[config.mk]
export PLATFORM = sky130hd
export DESIGN_NAME = op_div_seq
export DESIGN_NICKNAME = d
export VERILOG_FILES = /design/src/rtl/op_div_seq.sv
export SDC_FILE = /design/constraint.sdc
export NUM_CORES = 1
export LEC_CHECK = 0
export ABC_AREA = 1
export CAP_MARGIN = 20
export CELL_PAD_IN_SITES_DETAIL_PLACEMENT = 0
export CELL_PAD_IN_SITES_GLOBAL_PLACEMENT = 2
export CORE_ASPECT_RATIO = 0.8
export CORE_MARGIN = 5
export CORE_UTILIZATION = 25
export DETAILED_ROUTE_END_ITERATION = 10
export PLACE_DENSITY = 0.68
export SLEW_MARGIN = 5
export SYNTH_ARGS = -nofsm -noshare
export SYNTH_HDL_FRONTEND = slang
export SYNTH_SLANG_ARGS = --single-unit
[constraint.sdc]
create_clock -name clk -period 2.3 [get_ports clk]
set_input_delay 0.23 -clock clk [delete_from_list [all_inputs] [get_ports clk]]
set_output_delay 0.23 -clock clk [all_outputs]
set_load 0.05 [all_outputs]
[src/rtl/op_div_seq.sv]
// Sequential restoring divider: 16-bit dividend / 8-bit divisor, one quotient bit per clock.
// Started by a start/busy/done handshake. Divide-by-zero is flagged via overflow.
module op_div_seq (
  input  logic        clk,
  input  logic        rst_n,
  input  logic        start,
  input  logic [15:0] dividend,
  input  logic [7:0]  divisor,
  output logic        busy,
  output logic        done,
  output logic [15:0] y,
  output logic [7:0]  remainder,
  output logic        carry,
  output logic        overflow,
  output logic        negative,
  output logic        zero
);

  typedef enum logic {IDLE, RUN} state_t;

  state_t      state_q, state_d;
  logic [15:0] q_q, q_d;
  logic [7:0]  d_q, d_d;
  logic [7:0]  r_q, r_d;
  logic [3:0]  cnt_q, cnt_d;
  logic        busy_q, busy_d;
  logic        done_q, done_d;
  logic [15:0] y_q, y_d;
  logic [7:0]  rem_q, rem_d;
  logic        ovf_q, ovf_d;
  logic        dz_q, dz_d;

  logic [8:0]  step_t;
  logic [7:0]  step_diff;
  logic        step_take;

  // The partial remainder always stays below the divisor, so 8 bits suffice and the
  // subtraction can be done modulo 256 once the 9-bit compare has passed.
  assign step_t    = {r_q, q_q[15]};
  assign step_take = (step_t >= {1'b0, d_q});
  assign step_diff = step_t[7:0] - d_q;

  always_comb begin
    state_d = state_q;
    q_d     = q_q;
    d_d     = d_q;
    r_d     = r_q;
    cnt_d   = cnt_q;
    busy_d  = busy_q;
    done_d  = 1'b0;
    y_d     = y_q;
    rem_d   = rem_q;
    ovf_d   = ovf_q;
    dz_d    = 1'b0;
    case (state_q)
      IDLE: begin
        if (dz_q) begin
          y_d    = 16'hFFFF;
          rem_d  = q_q[7:0];
          ovf_d  = 1'b1;
          done_d = 1'b1;
        end else if (start) begin
          q_d   = dividend;
          d_d   = divisor;
          r_d   = 8'h00;
          cnt_d = 4'd15;
          if (divisor != 8'h00) begin
            state_d = RUN;
            busy_d  = 1'b1;
          end else begin
            dz_d = 1'b1;
          end
        end
      end
      RUN: begin
        r_d = step_take ? step_diff : step_t[7:0];
        q_d = {q_q[14:0], step_take};
        if (cnt_q == 4'd0) begin
          y_d     = {q_q[14:0], step_take};
          rem_d   = step_take ? step_diff : step_t[7:0];
          ovf_d   = 1'b0;
          done_d  = 1'b1;
          busy_d  = 1'b0;
          state_d = IDLE;
        end else begin
          cnt_d = cnt_q - 4'd1;
        end
      end
      default: state_d = IDLE;
    endcase
  end

  always_ff @(posedge clk or negedge rst_n) begin
    if (!rst_n) begin
      state_q <= IDLE;
      q_q     <= 16'h0000;
      d_q     <= 8'h00;
      r_q     <= 8'h00;
      cnt_q   <= 4'd0;
      busy_q  <= 1'b0;
      done_q  <= 1'b0;
      y_q     <= 16'h0000;
      rem_q   <= 8'h00;
      ovf_q   <= 1'b0;
      dz_q    <= 1'b0;
    end else begin
      state_q <= state_d;
      q_q     <= q_d;
      d_q     <= d_d;
      r_q     <= r_d;
      cnt_q   <= cnt_d;
      busy_q  <= busy_d;
      done_q  <= done_d;
      y_q     <= y_d;
      rem_q   <= rem_d;
      ovf_q   <= ovf_d;
      dz_q    <= dz_d;
    end
  end

  assign busy      = busy_q;
  assign done      = done_q;
  assign y         = y_q;
  assign remainder = rem_q;
  assign overflow  = ovf_q;
  assign carry     = 1'b0;
  assign negative  = y_q[15];
  assign zero      = (y_q == 16'h0000);

endmodule

**Word-level counts from Yosys, hierarchy flattened**

Cells that the tools add are included.
Widths: inputs -> output; s select.

- Add/sub/neg operators: 2
- $mul: 0
- Div/mod/pow operators: 0
- $lt $le $gt $ge: 1
- Equal/unequal tests: 6
- Shift-type cells: 0
- Multiplexer cells: 36
- Bitwise logic cells: 2
- Reductions and logical operators: 8

Operators with widths:

| cell | count |
|---|---|
| $mux 16 | 4 |
| $pmux 16 s2 | 2 |
| $mux 8 | 5 |
| $pmux 8 s2 | 2 |
| $logic_not 16->1 | 1 |
| $mux 1 | 15 |
| $mux 4 | 3 |
| $ne 2x2->1 const B | 5 |
| $ge 9x8->1 | 1 |
| $pmux 1 s2 | 4 |
| $pmux 4 s2 | 1 |
| $reduce_bool 8->1 | 1 |
| $sub 8x8->8 | 1 |
| $reduce_and 3->1 | 2 |
| $logic_not 4->1 | 1 |
| $reduce_and 2->1 | 2 |
| $reduce_and 4->1 | 1 |
| $sub 4x1->4 const B | 1 |
| $ne 2x1->1 const B | 1 |
| $not 1->1 | 2 |

- Bits in registers: 65
- Bits in latches: 0
- Bits in writable memories: 0
- ROM bits: 0
- Bits of input ports: 27
- Output and inout port bits: 30
- Logic and storage cells: 66
- Memories kept: 0

**Depth between registers and ports, before layout**

Gate-level depths: netlist of the first run.

- Word-level depth: 5
- Mapped depth: 13
- Mapped depth without buffers: 13

**Worst setup path before layout of the first run**

OpenSTA, ideal clock, no wires.

- Path kind: flip-flop to output port
- From: register y_q[7] (netlist: y[7])
- To: output port zero
- Arrival: 2.354 ns
- Slack: -0.284 ns
- Stages on the path, launching flop included: 4
- Path through: dfrtp_1 inv_1 nand4_1 nor4_1

- Word-level cells in the longest chain between the ends: 1

Ends and longest elaborated chain:

| item | line | text |
|---|---|---|
| start: declaration | 28 | `logic [15:0] y_q, y_d;` |
| start signal: assignment | 114 | `y_q <= y_d;` |
| $logic_not 16->1 | 128 | `assign zero = (y_q == 16'h0000);` |
| end: declaration | 16 | `output logic zero` |

No other way between the ends.

**Worst setup path after layout of the first run**

- From: register cnt_q[0]
- To: register y_q[5] (netlist: y[5])

- Word-level cells in the longest chain between the ends: 3

Ends and longest elaborated chain:

| item | line | text |
|---|---|---|
| start: declaration | 25 | `logic [3:0] cnt_q, cnt_d;` |
| start signal: assignment | 111 | `cnt_q <= cnt_d;` |
| $logic_not 4->1 | 78 | `if (cnt_q == 4'd0) begin` |
| $ne 2x1->1 (no source line) | n/a |  |
| $reduce_and 2->1 (no source line) | n/a |  |

No other way between the ends.
A chain may end at the register's enable or synchronous reset.

==> results of run 1 <==
==> through the flow <==
stage	util	cell area, sq um	total power, uW	worst slack (ns)	instances
6_report	0.338	4390	7420	0.302	641
5_1_grt	0.338	4390	8040	0.149	641
4_1_cts	0.338	4390	7510	0.296	641
3_5_place_dp	0.317	4120	6230	0.295	625
3_3_place_gp	0.317	4120	6260	0.319	625
2_1_floorplan	-	3370	5000	0.275	401
==> state kept, by name, indices dropped and copies added (netlist names) <==
register,count
remainder,8
done,1
state_q,1
busy,1
overflow,1
q_q,16
y,16
d_q,8
cnt_q,4
r_q,8
dz_q,1
==> area by class of cell <==
| class | instances | area (sq um) | share of cell area |
|---|---|---|---|
| flip-flops and latches | 65 | 1630 | 0.370 |
| multi-input cells | 248 | 1380 | 0.314 |
| repair buffers | 64 | 626 | 0.142 |
| inverters | 74 | 278 | 0.0632 |
| clock buffers | 12 | 246 | 0.0561 |
| well taps | 175 | 219 | 0.0498 |
| clock inverters | 3 | 17.5 | 0.00399 |
==> power groups by stage <==
stage,combinational (uW),sequential (uW),clock [uW]
6_report,4170,2030,1220
2_1_floorplan,2320,2690,0
5_1_grt,4610,2110,1320
3_3_place_gp,4210,2040,0
3_5_place_dp,4190,2050,0
4_1_cts,4220,2040,1260
==> Yosys cell counts <==
cell type | count | area share
sky130_fd_sc_hd__nand2_4 | 1 | 0.0033
sky130_fd_sc_hd__o21ai_0 | 21 | 0.031
sky130_fd_sc_hd__fa_1 | 1 | 0.0060
sky130_fd_sc_hd__inv_2 | 4 | 0.0045
sky130_fd_sc_hd__nand4_1 | 14 | 0.026
sky130_fd_sc_hd__a21oi_1 | 17 | 0.025
sky130_fd_sc_hd__or2_2 | 1 | 0.0019
sky130_fd_sc_hd__nand3_2 | 1 | 0.0030
sky130_fd_sc_hd__buf_4 | 5 | 0.011
sky130_fd_sc_hd__buf_2 | 4 | 0.0060
sky130_fd_sc_hd__nor4_1 | 3 | 0.0056
sky130_fd_sc_hd__nand3_1 | 33 | 0.049
sky130_fd_sc_hd__or2_0 | 2 | 0.0037
sky130_fd_sc_hd__nor2_2 | 5 | 0.0093
sky130_fd_sc_hd__o221ai_1 | 1 | 0.0026
sky130_fd_sc_hd__dfrtp_1 | 65 | 0.48
sky130_fd_sc_hd__conb_1 | 1 | 0.0011
sky130_fd_sc_hd__o211ai_1 | 3 | 0.0067
sky130_fd_sc_hd__a22oi_1 | 12 | 0.027
sky130_fd_sc_hd__buf_6 | 1 | 0.0033
sky130_fd_sc_hd__nand3_4 | 1 | 0.0052
sky130_fd_sc_hd__nand3b_1 | 1 | 0.0022
sky130_fd_sc_hd__nand2_1 | 74 | 0.083
sky130_fd_sc_hd__inv_1 | 70 | 0.078
sky130_fd_sc_hd__xor2_1 | 2 | 0.0052
sky130_fd_sc_hd__clkbuf_1 | 4 | 0.0045
sky130_fd_sc_hd__nor2_1 | 19 | 0.021
sky130_fd_sc_hd__nand4_4 | 1 | 0.0063
sky130_fd_sc_hd__o22ai_1 | 9 | 0.017
sky130_fd_sc_hd__a22oi_2 | 1 | 0.0037
sky130_fd_sc_hd__a221oi_1 | 3 | 0.0078
sky130_fd_sc_hd__nand2_2 | 4 | 0.0074
sky130_fd_sc_hd__or2_1 | 6 | 0.011
sky130_fd_sc_hd__xnor2_1 | 1 | 0.0026
sky130_fd_sc_hd__nor3_1 | 1 | 0.0015
sky130_fd_sc_hd__ha_1 | 9 | 0.033
==> metal layers <==
metal  up-vias  wire length, um  GRT usage
met5         -                0          0
met4         0               74     0.0265
met3         8              560     0.0365
met2        80             3710      0.168
met1      1330             5140      0.192
li1       1442                -          -
==> worst min path at each step <==
| stage | startpoint | endpoint | slack [ns] | cells after the start |
|---|---|---|---|---|
| 3_3_place_gp | rst_n | remainder[1] | 0.25 | 1 |
| 6_report | rst_n | remainder[1] | 0.43 | 2 |
| 3_5_place_dp | rst_n | remainder[1] | 0.25 | 1 |
| 4_1_cts | rst_n | remainder[1] | 0.45 | 2 |
| 2_1_floorplan | rst_n | busy | -0.07 | 0 |
| 5_1_grt | rst_n | remainder[1] | 0.48 | 2 |
==> logic make-up after synthesis <==
logic type	share of synthesized area
adders and majority gates	0.0394
AOI/OAI and AO/OA	0.121
and+or+nand+nor	0.240
other	0.00112
DFF	0.484
xor gates and xnor gates	0.00781
buffers and inverters	0.108
==> impl_summary.md, run 1 <==
Hold path
In this run the worst hold path is classified as in -> async.

Timing
The number of max-slew violations in the final report is 0. The number of endpoints with negative hold slack in the final report is 0. The post-route worst hold slack is 0.428 ns.

Setup violations remaining at the end of the flow were counted as 0. The maximum clock frequency is 501 MHz. Setup repair after global routing left no endpoint under its margin.

The pin slew with the least headroom to its limit is 0.550 ns. Headroom to the max-slew limit came out at 0.633. After routing, the total negative slack on setup checks comes to 0 ns. The worst clock skew is 0.00807 ns.

For the finished layout, the period the worst path requires is 2.00 ns. The final clock period utilization by the worst path is 0.869.

Worst setup path
The number of buffers and inverters on the critical path is 3. Of all nets on the critical path, the largest fanout is 14. Walking the worst path, the cells encountered are inv_1, ha_1, inv_1, or2_1, nor2_2, nand2_2, inv_1, a22oi_1.

The worst setup path is of the reg -> reg kind. The beginning of the critical path is cnt_q[0]. The worst reg2reg path startpoint is cnt_q[0]. In this run the critical register-to-register path is captured at y[5]. The data arrival time at the worst-slack endpoint is 2.17 ns. The most critical setup path has its endpoint at y[5]. For the worst setup path, the data required time is 2.47 ns. The critical path depth in cells is 8. The critical path's most frequent cell is sky130_fd_sc_hd__inv_1.

The cell family contributing the most delay on the critical path is buffers and inverters. The register-to-register path setup slack is 0.30 ns. The length in cells of the worst reg-to-reg path is 8. The kind of end point of the critical path is a register. The slowest stage of the critical path belongs to the cell sky130_fd_sc_hd__inv_1. The kind of launch point of the worst setup path is a register. The delay contributed by the slowest stage of the critical path is 0.47 ns.

Route
In the final routed layout, each cell accounts on average for 14.8 um. The total via count after detailed routing is 2860. The count of nets left with antenna violations once routing finished came out at 0. The length of the first detailed-routing pass in iterations is 4. For this run, design rule violations remaining after detail routing come to 0. Using the TritonRoute via totals, the vias-per-cell ratio works out to 4.46. The violation count after the first detailed-routing iteration is 159. The detailed-route wire length is 9480 um.

Clocking
The maximum clock insertion buffer count is 2. The clock input transition at the sequential cells of the worst setup and hold paths is 0.05 ns. The clock latency reported for the late side of the worst-skew pair is 0.33 ns. The clock net in this run drives a total of 65 sinks. The H-tree depth is 3. TritonCTS built the clock tree. Buffers inserted to repair hold after CTS numbered 1. In this run, CTS created clock tree buffers numbering 9. The number of gates given a new drive strength after cts is 0. The number of post-CTS setup repair buffers is 0.

The tree is rooted in a sky130_fd_sc_hd__clkbuf_16.

Synthesis
The number of distinct standard cells referenced by the synthesized netlist is 36. In the synthesized netlist, the number of instances is 401. The total of flip-flops plus latches after synthesis is 65.

Synthesis produced a netlist with a net count of 438. Dividing the synthesized area by the synthesized cell count gives 8.39 sq um. Of the synthesized area, sequential elements account for 0.484.

The Yosys step of the flow raised 0 warnings. The post-synth design cell area is 0.00336 sq mm.

Global route
The via count of the first global-routing pass is 2893. The total grt overflow is 0. The first global-routing pass estimated 15600 um of wire.

The global-route total usage across every layer is 0.124. The initial antenna violation count came to 0. The maximum number of pins on one net before global-route repair is 31.

Power
The switching part of the total power is 0.477. The proportion of power drawn by the clock network is 0.165. The internal portion of the total power is 3880 uW. IR analysis of the VDD net gives a maximum drop of 0.768 mV.

The share of total power dissipated in combinational logic is 0.562. For this design the total switching power over the nets is 3540 uW. Dividing total power by cell area gives a power density of 1690 mW/mm^2. The share of total power dissipated in sequential elements is 0.273. The static leakage power is 0.00212 uW.

Cells and area
Relative to the synthesized area, the layout overhead comes to 30.7%. The layout net count is 499. The filler cell count in the final layout is 1385. In the layout the commonest cells are sky130_fd_sc_hd__nand2_1, sky130_fd_sc_hd__inv_1, sky130_fd_sc_hd__dfrtp_1, sky130_fd_sc_hd__clkdlybuf4s50_1, sky130_fd_sc_hd__nand3_1. In the final layout, the share of cells above drive strength 1 is 0.0923.

The commonest non-fill, non-tap cell in the layout is sky130_fd_sc_hd__nand2_1. The number of inserted diodes is 0.

Floorplan
From bottom edge to top edge, the die measures 114 um. The number of rows in the core area is 37. The region available for standard cell placement spans 0.0130 sq mm. The effective utilization at floorplan is 0.259. The die area is 0.0159 sq mm. In this run the count of I/O pins placed on the die edge is 57. The width of the die is 140 um.

Placement
At the end of routability-driven placement, the weighted congestion stood at 0.797. The wire-length estimate of the detail-placed layout is 7310 um. Input and output buffers added on the ports amount to 55.

Run
Across the run, the number of max-cap violations was 0.

Run status
The flow ran to the end, and the final reports show no timing, DRC or antenna violations.
Power figures use the tool's default switching activity.
==> inputs of run 2 (changes only) <==
--- a/config.mk
+++ b/config.mk
@@ -10,7 +10,6 @@
 export CELL_PAD_IN_SITES_DETAIL_PLACEMENT = 0
 export CELL_PAD_IN_SITES_GLOBAL_PLACEMENT = 2
 export CORE_ASPECT_RATIO = 0.8
-export CORE_MARGIN = 5
 export CORE_UTILIZATION = 25
 export DETAILED_ROUTE_END_ITERATION = 10
 export PLACE_DENSITY = 0.68
==> run 2 against run 1 <==
Compared with the run above: global-route usage is 2.2 points higher; sequential power barely moved; worst hold slack improved by 0.0058 ns; die area fell by 12%; first-iteration DRC count shrank 10%; clock power rose by 15%; sequential cell count unchanged; non-clock buffer count down 1; combinational power is essentially flat; critical path type unchanged.
==> impl_summary.md, run 2 (same netlist as run 1, synthesis figures left out) <==
Run status
Outcome: finished, final reports clean (unchanged).

Route
The violation count after the first detailed-routing iteration is 143 (was 159). The remaining design rule violation count is 0 (unchanged). The total via count after detailed routing came to 2857 (was 2860). The average wire length per cell after detail routing came to 14.7 um (was 14.8 um).

The per-cell via count in the routed design came to 4.46 (about the same). The length of the first detailed-routing pass in iterations came to 4 (unchanged). The detailed-route wire length is 9430 um (was 9480 um).

The number of nets with antenna violations after routing was 0 (unchanged).

Worst setup path
The maximum fanout along the worst path came to 14 (unchanged). The critical path's most frequent cell was sky130_fd_sc_hd__inv_1 (unchanged). The data arrival time at the worst-slack endpoint came to 2.22 ns (was 2.17 ns). The slowest library cell on the worst path is sky130_fd_sc_hd__inv_1 (unchanged). The delay contributed by the slowest stage of the critical path is 0.46 ns (was 0.47 ns). The kind of end point of the critical path is a register (unchanged). Cells traversed along the worst timing path: inv_1, ha_1, inv_1, or2_1, nor2_2, nand2_2, inv_1, a22oi_1 (unchanged).

The required time at the endpoint of the critical path came to 2.47 ns (about the same). The kind of launch point of the worst setup path is a register (unchanged). The kind of critical path is reg -> reg (unchanged).

Cells and area
The synthesis-to-layout area growth is 31.8% (was 30.7%). The filler cell count in the final layout is 1366 (was 1385). The share of final-layout standard cells stronger than drive strength 1 is 0.0923 (unchanged). The commonest non-fill, non-tap cell in the layout was sky130_fd_sc_hd__nand2_1 (unchanged). Highest-count cells in the layout ignoring fill and taps: sky130_fd_sc_hd__nand2_1, sky130_fd_sc_hd__inv_1, sky130_fd_sc_hd__dfrtp_1, sky130_fd_sc_hd__clkdlybuf4s50_1, sky130_fd_sc_hd__nand3_1 (unchanged).

The number of inserted diodes was 0 (unchanged). The cell area after layout is 0.00443 sq mm (was 0.00439 sq mm). The layout net count is 498 (was 499).

Clocking
The TritonCTS clock tree is done (unchanged). The count of clock tree sinks is 65 (unchanged). The maximum clock insertion buffer count came to 2 (unchanged). The H-tree depth is 3 (unchanged). The number of gates given a new drive strength after cts was 0 (unchanged). The clock input transition at the sequential cells of the worst setup and hold paths came to 0.05 ns (about the same). The number of CTS-inserted buffers is 9 (unchanged). The root buffer cell is sky130_fd_sc_hd__clkbuf_16 (unchanged). The clock latency reported for the late side of the worst-skew pair is 0.33 ns (about the same).

Power
The highest ir drop seen on vdd came to 0.725 mV (was 0.768 mV). The static leakage power is 0.00214 uW (was 0.00212 uW). The total power per unit cell area is 1720 mW/mm^2 (was 1690 mW/mm^2).

Placement
The number of port buffers is 55 (unchanged). The total half-perimeter wirelength after legalization and detailed placement was 7000 um (was 7310 um). The placed standard-cell area is 0.00411 sq mm (was 0.00412 sq mm). The final weighted congestion in routability-driven placement is 0.816 (was 0.797).

Floorplan
The area of the core is 0.0130 sq mm (unchanged). The overall die height is 106 um (was 114 um). The count of boundary I/O pins is 57 (unchanged). The number of rows in the core area is 37 (unchanged).

The width of the die is 132 um (was 140 um). The die area is 0.0139 sq mm (was 0.0159 sq mm). The effective utilization at floorplan is 0.259 (unchanged).

Timing
The relative slew slack came to 0.642 (was 0.633). The summed negative setup slack over all endpoints is 0 ns (unchanged). The number of max-slew violations in the final report came to 0 (unchanged). The final clock period utilization by the worst path is 0.888 (was 0.869). The maximum clock frequency came to 490 MHz (was 501 MHz). The post-route worst hold slack is 0.434 ns (was 0.428 ns). The pin slew with the least headroom to its limit is 0.536 ns (was 0.550 ns).

The final critical delay including setup and external delays came to 2.04 ns (was 2.00 ns). The total setup violations reported at the end of the flow is 0 (unchanged). The number of endpoints with negative hold slack in the final report was 0 (unchanged). The worst clock skew is 0.00429 ns (was 0.00807 ns).

RSZ-0062 raised after global routing: no (unchanged).

Global route
The maximum number of pins on one net before global-route repair came to 66 (was 31). The first-pass GRT wire length is 15500 um (was 15600 um). The via count of the first global-routing pass is 2864 (was 2893). The global-route total usage across every layer came to 0.146 (was 0.124). The initial antenna violation count is 0 (unchanged). The total grt overflow is 0 (unchanged).

Run
The number of violations of the max-capacitance limit is 0 (unchanged).

Hold path
The worst min-delay path class is in -> async (unchanged).
==> run 2: cell count changes in the layout (fill, tap and decap cells not counted), sizes merged <==
| cell | before | now |
|---|---|---|
| bufinv | 0 | 1 |
| clkinvlp | 1 | 0 |
| clkinv | 2 | 1 |
| buf | 10 | 9 |
| clkbuf | 12 | 14 |
==> run 2: worst paths after layout <==
path | start | endpoint | slack (ns) | depth (start not counted)
max | cnt_q[0] | y[9] | 0.26 | 8
min | rst_n | remainder[1] | 0.43 | 3
max reg2reg | cnt_q[0] | y[9] | 0.26 | 8
min reg2reg | overflow | overflow | 0.48 | 2
max in group asynchronous | rst_n | d_q[3] | 1.55 | 3
min in group clk | overflow | overflow | 0.48 | 2
==> run 2: layout make-up <==
cell class	instances	area, sq um	share of cell area
multi-input cells	248	1380	0.312
flip-flops and latches	65	1630	0.367
inverters	74	278	0.0627
clock buffers	14	274	0.0618
repair buffers	63	618	0.139
clock inverters	2	35.0	0.00791
well taps	175	219	0.0494
==> run 2: stage by stage <==
step / util / total power [uW] / std cells / worst slack, ns
global route: 0.341 / 8230 / 641 / 0.139
detailed placement: 0.316 / 6230 / 624 / 0.263
finish: 0.341 / 7620 / 641 / 0.258
global placement: 0.316 / 6270 / 624 / 0.265
CTS: 0.341 / 7690 / 641 / 0.255
floorplan: - / 5000 / 401 / 0.275
==> run 2: what timing repair did <==
action	CTS	global route
buffers inserted	0	0
endpoints found under the hold margin	65	0
hold buffers	1	0
==> run 2: critical path, delay by kind of cell, from the launching register on <==
kind / cells / cell delay (ns)
AO/OA/AOI/OAI: 1 / 0.19
flip-flops: 1 / 0.36
AND/OR/NAND/NOR: 3 / 0.56
adder cells (fa/ha/maj): 1 / 0.15
buffers and inverters: 3 / 0.61
==> run 2: power breakdown <==
group          internal (uW)  switching [uW]  total [uW]
Sequential              1690             344        2040
Clock                    926             478        1400
Combinational           1440            2740        4180
==> run 2: metal layers <==
| layer | wire [um] | GRT usage | vias to the layer above |
|---|---|---|---|
| li1 | - | - | 1431 |
| met1 | 5180 | 0.219 | 1346 |
| met2 | 3750 | 0.202 | 68 |
| met3 | 409 | 0.0370 | 12 |
| met4 | 97 | 0.0399 | 0 |
| met5 | 0 | 0 | - |
==> inputs of run 3 (changes only) <==
--- a/config.mk
+++ b/config.mk
@@ -10,6 +10,7 @@
 export CELL_PAD_IN_SITES_DETAIL_PLACEMENT = 0
 export CELL_PAD_IN_SITES_GLOBAL_PLACEMENT = 2
 export CORE_ASPECT_RATIO = 0.8
+export CORE_MARGIN = 1
 export CORE_UTILIZATION = 25
 export DETAILED_ROUTE_END_ITERATION = 10
 export PLACE_DENSITY = 0.68
==> results of run 3 <==
The final DEF is identical to that of run 2; final timing and power are the same.
